<file path="config.mk">
export PLATFORM = sky130hd
export DESIGN_NAME = line_buf_sched
export DESIGN_NICKNAME = d
export VERILOG_FILES = /design/src/rtl/line_buf_sched.sv
export SDC_FILE = /design/constraint.sdc
export NUM_CORES = 1
export LEC_CHECK = 0
export CAP_MARGIN = 20
export CORE_MARGIN = 5
export CORE_UTILIZATION = 43
export DETAILED_ROUTE_END_ITERATION = 7
export HOLD_SLACK_MARGIN = 0.1
export PLACE_DENSITY = 0.75
export RECOVER_POWER = 50
export SKIP_LAST_GASP = 1
export SYNTH_ARGS = -nofsm -noshare
export SYNTH_HDL_FRONTEND = slang
export SYNTH_SLANG_ARGS = --single-unit
export TNS_END_PERCENT = 10
</file>
<file path="constraint.sdc">
create_clock -name clk -period 2 [get_ports clk]
set_clock_uncertainty 0.1 [all_clocks]
set_input_delay 0.6 -clock clk [delete_from_list [all_inputs] [get_ports clk]]
set_output_delay 0.6 -clock clk [all_outputs]
set_load 0.05 [all_outputs]
</file>
<file path="src/rtl/line_buf_sched.sv">
// Sequencer for a cascade of line FIFOs forming a video line buffer: drives the FIFO
// enables and reset, tracks column/row, flags window validity and FIFO misuse.
// Optional level check: define LINE_BUF_SCHED_LEVEL_CHK_EN.
module line_buf_sched #(
  parameter int c_LINE_WIDTH = 640,
  parameter int c_NUM_LINES  = 2,
  parameter int c_COL_WIDTH  = 10,
  parameter int c_ROW_WIDTH  = 11,
  parameter int c_RD_LAT     = 1,
  parameter int c_FLUSH_CYC  = 2
) (
  input  logic                     clk,
  input  logic                     rst,
  input  logic                     sof,
  input  logic                     pix_vld,
  input  logic [c_NUM_LINES-1:0]   fifo_wfull,
  input  logic [c_NUM_LINES-1:0]   fifo_rempty,
  output logic [c_NUM_LINES-1:0]   fifo_w_en,
  output logic [c_NUM_LINES-1:0]   fifo_r_en,
  output logic                     fifo_rst,
  output logic [c_COL_WIDTH-1:0]   col,
  output logic [c_ROW_WIDTH-1:0]   row,
  output logic                     win_vld,
  output logic                     busy,
  output logic                     err_ovf,
  output logic                     err_udf,
  output logic                     err_drop
`ifdef LINE_BUF_SCHED_LEVEL_CHK_EN
  ,
  input  logic [c_NUM_LINES*(c_COL_WIDTH+1)-1:0] fifo_rd_level,
  output logic                                   err_lvl
`endif
);

  localparam int FW = $clog2(c_FLUSH_CYC + 1);

  typedef enum logic [1:0] {IDLE, FLUSH, FILL, RUN} state_t;

  state_t                  state, state_nxt;
  logic [c_COL_WIDTH-1:0]  col_q;
  logic [c_ROW_WIDTH-1:0]  row_q;
  logic [FW-1:0]           flush_cnt;
  logic [c_RD_LAT-1:0]     win_pipe;
  logic                    accept;
  logic                    wrap;

  // sof always wins over a coincident pixel
  assign accept = pix_vld & ~sof & ~rst & ((state == FILL) | (state == RUN));
  assign wrap   = accept & (col_q == c_COL_WIDTH'(c_LINE_WIDTH - 1));

  always_comb begin
    state_nxt = state;
    case (state)
      IDLE:  state_nxt = IDLE;
      FLUSH: if (flush_cnt == FW'(c_FLUSH_CYC - 1)) state_nxt = FILL;
      FILL:  if (wrap && row_q == c_ROW_WIDTH'(c_NUM_LINES - 1)) state_nxt = RUN;
      RUN:   state_nxt = RUN;
      default: state_nxt = IDLE;
    endcase
    if (sof) state_nxt = FLUSH;
  end

  always_ff @(posedge clk) begin
    if (rst) begin
      state     <= IDLE;
      col_q     <= '0;
      row_q     <= '0;
      flush_cnt <= '0;
    end else begin
      state <= state_nxt;
      if (sof) begin
        col_q     <= '0;
        row_q     <= '0;
        flush_cnt <= '0;
      end else begin
        if (state == FLUSH) flush_cnt <= flush_cnt + FW'(1);
        if (accept) begin
          if (wrap) begin
            col_q <= '0;
            if (row_q != '1) row_q <= row_q + c_ROW_WIDTH'(1);
          end else begin
            col_q <= col_q + c_COL_WIDTH'(1);
          end
        end
      end
    end
  end

  // Line k is written once line k-1 holds a full row, and read once it holds one itself
  always_comb begin
    fifo_w_en = '0;
    fifo_r_en = '0;
    for (int unsigned k = 0; k < c_NUM_LINES; k++) begin
      fifo_w_en[k] = accept & ((k == 0) || (row_q >= c_ROW_WIDTH'(k)));
      fifo_r_en[k] = accept & (row_q >= c_ROW_WIDTH'(k + 1));
    end
  end

  assign fifo_rst = rst | (state == FLUSH);
  assign busy     = (state != IDLE);
  assign col      = col_q;
  assign row      = row_q;
  assign win_vld  = win_pipe[c_RD_LAT-1];

  always_ff @(posedge clk) begin
    if (rst || sof) begin
      win_pipe <= '0;
    end else begin
      win_pipe[0] <= accept & (state == RUN);
      for (int unsigned i = 1; i < c_RD_LAT; i++) win_pipe[i] <= win_pipe[i-1];
    end
  end

  always_ff @(posedge clk) begin
    if (rst) begin
      err_ovf  <= 1'b0;
      err_udf  <= 1'b0;
      err_drop <= 1'b0;
    end else begin
      if (|(fifo_w_en & fifo_wfull)) err_ovf <= 1'b1;
      if (|(fifo_r_en & fifo_rempty)) err_udf <= 1'b1;
      if (pix_vld && (sof || state == IDLE || state == FLUSH)) err_drop <= 1'b1;
    end
  end

`ifdef LINE_BUF_SCHED_LEVEL_CHK_EN
  localparam int LW = c_COL_WIDTH + 1;

  logic chk_pend;
  logic lvl_bad;

  always_comb begin
    lvl_bad = 1'b0;
    for (int unsigned k = 0; k < c_NUM_LINES; k++)
      if (fifo_rd_level[k*LW +: LW] != LW'(c_LINE_WIDTH)) lvl_bad = 1'b1;
  end

  always_ff @(posedge clk) begin
    if (rst) begin
      chk_pend <= 1'b0;
      err_lvl  <= 1'b0;
    end else begin
      chk_pend <= ~sof & wrap & (state == RUN);
      if (chk_pend && lvl_bad) err_lvl <= 1'b1;
    end
  end
`endif

endmodule

</file>
Word-level counts from Yosys, hierarchy flattened
Cells that the tools add are included.
{ "classes": {"add_sub_neg": 3, "n_eq_ne": 11, "bitwise_logic": 13, "n_mux": 5, "order_cmp": 2, "reduce_logical": 13} }
{ "ops": {"columns": ["cell", "n"], "rows": [
  ["adder 11 x 1 -> 11 bit, second input constant", 1],
  ["equality test 11 x 1 -> 1 bit, second input constant", 1],
  ["greater-or-equal comparator 11 x 1 -> 1 bit, second input constant", 1],
  ["greater-or-equal comparator 11 x 2 -> 1 bit, second input constant", 1],
  ["inequality test 11 bit, second input constant", 1],
  ["adder 10 x 1 -> 10 bit, second input constant", 1],
  ["equality test 10 bit, second input constant", 1],
  ["two-way mux 10 bit", 1],
  ["case mux 2 bit (4 select lines)", 1],
  ["bitwise AND 1 bit", 7],
  ["OR reduction 2 bit", 3],
  ["bitwise AND 2 bit", 2],
  ["equality test 2 x 1 -> 1 bit, second input constant", 2],
  ["equality test 2 bit, second input constant", 2],
  ["two-way mux 2 bit", 2],
  ["AND reduction 2 bit", 2],
  ["logical OR 1 bit", 3],
  ["inequality test 3 x 2 -> 1 bit, second input constant", 1],
  ["inequality test 3 bit, second input constant", 1],
  ["AND reduction 3 bit", 1],
  ["adder 2 x 1 -> 2 bit, second input constant", 1],
  ["logical AND 1 bit", 2],
  ["zero test 2 bit", 1],
  ["inequality test 2 x 1 -> 1 bit, second input constant", 1],
  ["other kinds (5)", 7]
]} }
{ "word_totals": {"output_inout_bits": 31, "input_bits": 8, "wordCells": 56, "regBits": 29} }

Logic depth before layout (Yosys ltp)
Gate-level depths: netlist of run 1.
{ "logic_depth": {"word_depth": 9, "depth_mapped": 8, "depth_no_buf": 5} }

Worst setup path after synthesis of run 1
OpenSTA, ideal clock, no wires.
{ "synth_path": {"kind": "reg2out", "from": "register row_q[0], in the netlist row[0]", "to": "output port fifo_w_en[1]", "path_stages_with_launch": 5, "required_ns": 1.300, "path_buffers": 1, "arrival_time_ns": 2.268, "path_slack_ns": -0.968, "cell_sequence": "dfxtp_1 ha_1 nor3_1 a21oi_1 buf_4"} }
{ "synth_between": {"elab_chain_len": 2} }
{ "synth_rtl": {"columns": ["element", "line_no", "rtl"], "rows": [
  ["start: declaration", "41", "logic [c_ROW_WIDTH-1:0] row_q;"],
  ["start signal: assignment", "80", "if (row_q != '1) row_q <= row_q + c_ROW_WIDTH'(1);"],
  ["greater-or-equal comparator 11 x 1 -> 1 bit", null, null],
  ["bitwise AND 1 bit", null, null],
  ["end: declaration", "18", "output logic [c_NUM_LINES-1:0] fifo_w_en,"]
]} }
No other way between the ends.

Final worst setup path of run 1
{ "layout_path": {"from": "register row_q[4], in the netlist row[4]", "to": "output port fifo_r_en[0]"} }
{ "layout_between": {"elab_chain_len": 2} }
{ "layout_rtl": {"columns": ["element", "line_no", "rtl"], "rows": [
  ["greater-or-equal comparator 11 x 1 -> 1 bit", "95", "fifo_r_en[k] = accept & (row_q >= c_ROW_WIDTH'(k + 1));"],
  ["bitwise AND 1 bit", "95", null],
  ["end: declaration", "19", "output logic [c_NUM_LINES-1:0] fifo_r_en,"]
]} }
No other way between the ends.

==> run summary, run 1 <==
The worst setup path is launched from a flop. Summed over all cells, the static leakage comes to 0.923 nW. The clock latency at the later pin of the worst-skew pair is approximately 330 ps. The number of vias per cell after detailed routing came out at between 5 and 6. The number of antenna violations at the first check in global routing is 0.

The instance count of the mapped netlist is 169. The tree built by TritonCTS fans out to 29 sinks. For this block, the initial DRC count from the detailed router was 49. The worst slack at placement is -553 ps. The primary flip-flop cell chosen by synthesis mapping is sky130_fd_sc_hd__dfxtp_1. The net count after synthesis came out at 182. The worst register-to-register path has a depth of 6. The final antenna diode count is 0. The post-route minimum period came out at 2190 ps.

The total standard cell area after synthesis is between 1000 and 1500 sq um. The most critical setup path has its startpoint at row[4]. The first global-routing pass estimated 7030 um of wire. The full die area came out at about 4700 sq um.

The count of pins over their slew limit is 0. The tree is rooted in a sky130_fd_sc_hd__clkbuf_4. STA classifies the critical path endpoint as an output pin. For the worst setup path, the data arrival time is 1490 ps.

Buffers inserted during clock tree synthesis total 5. The total count of hold-check failures in the final report is 0. Setup violations remaining at the end of the flow were counted as 11. The final critical path takes up 109% of the cycle. The count of port buffers added during placement is 38.

The pin count of the biggest net entering global routing came out at 18. The H-tree depth reported by CTS is 2. The number of maximum-capacitance constraint violations came out at 0.

After clock tree synthesis, the clock-pin slew on the worst setup and hold paths is approximately 90 ps. The top achievable clock speed is 0.457 GHz. The global-route usage over all layers is around a fifth.

The slew at the pin closest to its max-slew limit is about 600 ps. The mean post-synth cell area is 8.81 sq um. The run finished, with violations left.

The finished cells cover 2390 sq um. The final net count is around 250. In the final routed layout, each cell accounts on average for 15.5 um.

The length of the first detailed-routing pass in iterations came out at 4. The synthesized design contains 29 register bits. The post-route netlist has 40.5% of its cells at a drive strength greater than 1. The clock tree from TritonCTS is done. The initial standard-cell utilization of the core came out at between 40% and 50%. The number of DRC violations after detailed routing came out at 0.

The largest buffer count on any clock path came out at 2. The startpoint of the tightest hold check path is err_drop. The highest net fanout along the worst path is 3. The routability-driven placement congestion ratio is ~0.83. The placed cell area is 2240 sq um. The count of unique library cells instantiated by Yosys is 42. The sum of routed wire length over all layers came out at 4380 um. The residual overflow from global routing is 0.

The HPWL reported at the end of detailed placement is roughly 3300 um. The number of flops mapped to enable cells by yosys came out at 0. Summed over its instances, the top area cell type makes up between 30% and 40% of the synthesized netlist area.

The worst register-to-register path begins at row[0]. The number of I/O pins is 39. Across all hold checks on the routed design, the worst slack comes to 384 ps.

For this design the ratio of total power to cell area is roughly 430 nW/um^2. The required time reported for the critical path endpoint is roughly 1300 ps. Once detail routing completed, the nets flagged for antenna violations numbered 0. The core occupancy in the finished layout came out at a little under three quarters.

The number of rows created at floorplan is 21. The number of warnings reported in the yosys synthesis log is 0. The die extent in x came out at around 70 um. The final worst slack came out at -189 ps. In the synthesized netlist, the cells that appear most often are sky130_fd_sc_hd__dfxtp_1 (29), sky130_fd_sc_hd__a21oi_1 (17), sky130_fd_sc_hd__nor2_1 (17), sky130_fd_sc_hd__nand2_1 (11).

The worst relative slew slack is between 60% and 70%. The total vias in the final route came out at roughly 1500. The number of global-route vias before repair came to roughly 1500. The area added between synthesis and finish is 60.6%. By area the synthesized netlist is led by sky130_fd_sc_hd__dfxtp_1 (39%), sky130_fd_sc_hd__a21oi_1 (5.7%), sky130_fd_sc_hd__nor2_1 (4.3%). The sequential cell area fraction in the yosys report is 39.0%. The most common cell in the synthesized netlist is sky130_fd_sc_hd__dfxtp_1. The number of cells on the worst hold path came out at 2. The final reports fail on negative setup slack. The core region area is 3340 sq um. The post-synthesis cell type with the largest combined area is sky130_fd_sc_hd__dfxtp_1. The die is 68.8 um tall. The setup path with the least slack is of type reg -> out.

Setup repair after global routing could not meet its margin everywhere. VDD sags by at most about 0.00039 V. The tightest min-delay check is of the reg -> reg type. Counting flops with an async set or reset pin after synthesis yields a share of 0%.
-- final cells by class --
type                    instances  area, sq um
clock buffers                   8         58.8
fillers                       258          946
inverters                       6         25.0
multi-input cells             125          906
flip-flops and latches         29          603
well taps                      46         57.6
repair buffers                 69          741
-- repair_timing --
action                                  in CTS  in global routing
buffers inserted                             5                  1
cloned                                       0                  0
endpoints found under the setup margin      20                 15
gates resized for setup                     25                  6
endpoints found under the hold margin        0                  0
pin swaps                                    5                  4
hold buffers                                 0                  0
-- registers in the layout, indices dropped and copies added (netlist names) --
signal,count
win_vld,1
err_ovf,1
col,10
err_drop,1
flush_cnt,2
state,2
row,11
err_udf,1
-- cell usage in the layout (no fill, tap or decap), drive strengths merged, types with 4 or more instances in the layout --
cell,count
xor2,4
nand2,11
or4,7
nor3,4
o31ai,7
xnor2,4
or2,4
nand3,4
ha,5
nor2,17
clkdlybuf4s50,4
a21oi,17
dfxtp,29
and4,5
inv,6
buf,59
clkbuf,14
and3,5
nand4,6
-- worst paths after layout --
check	slack, ps	endpoint
worst max-delay path	-190	fifo_r_en[0]
worst min-delay path	380	err_drop
worst max register to register	-120	row[6]
worst min register to register	380	err_drop
-- through the flow --
stage	std cells	TNS [ps]	power [W]
3_3_place_gp	269	-9340	0.000687
4_1_cts	282	-1110	0.00105
6_report	283	-1180	0.00104
3_5_place_dp	269	-10550	0.000689
2_1_floorplan	169	-1170	0.000639
5_1_grt	283	-1950	0.00108
-- power by group --
part,leakage (nW),switching (W),internal (W),total [W]
clock network,0.0326,0.000196,0.000173,0.000369
logic,0.649,0.0000458,0.0000412,0.0000870
registers,0.241,0.00000441,0.000578,0.000582
-- critical path, cell delays in order, from the launching register on --
cell and delay, ps:
sky130_fd_sc_hd__dfxtp_2 350, sky130_fd_sc_hd__nor4_4 270, sky130_fd_sc_hd__and3_4 270, sky130_fd_sc_hd__a21oi_4 100
sky130_fd_sc_hd__buf_12 170
-- per-layer routing --
layer  routed length, um  GRT usage, %  part of all wire, %
met1                1760          21.8                   40
met4                  90          8.27                  2.1
met3                 183          4.86                  4.2
met5                   0             0                    0
met2                2340          37.0                   53
-- cell families (layout without fill, tap and decap cells) --
| group | Yosys count | in the layout | share of synthesized area (%) |
|---|---|---|---|
| flip-flops | 29 | 29 | 39.0 |
| AO/OA/AOI/OAI | 34 | 34 | 14.5 |
| AND/OR/NAND/NOR | 78 | 78 | 32.5 |
| adder cells (fa/ha/maj) | 5 | 5 | 4.20 |
| XOR/XNOR | 8 | 8 | 4.71 |
| buffers and inverters | 15 | 83 | 5.13 |
Note: power is estimated with default switching activity, not from simulation.
==> run 2: changes to the inputs <==
- ABC_CLOCK_PERIOD_IN_PS: not set -> 2000
- CAP_MARGIN: 20 -> 10
==> results of run 2 <==
Same layout as run 1: the final DEF is identical, and so are final timing and power.
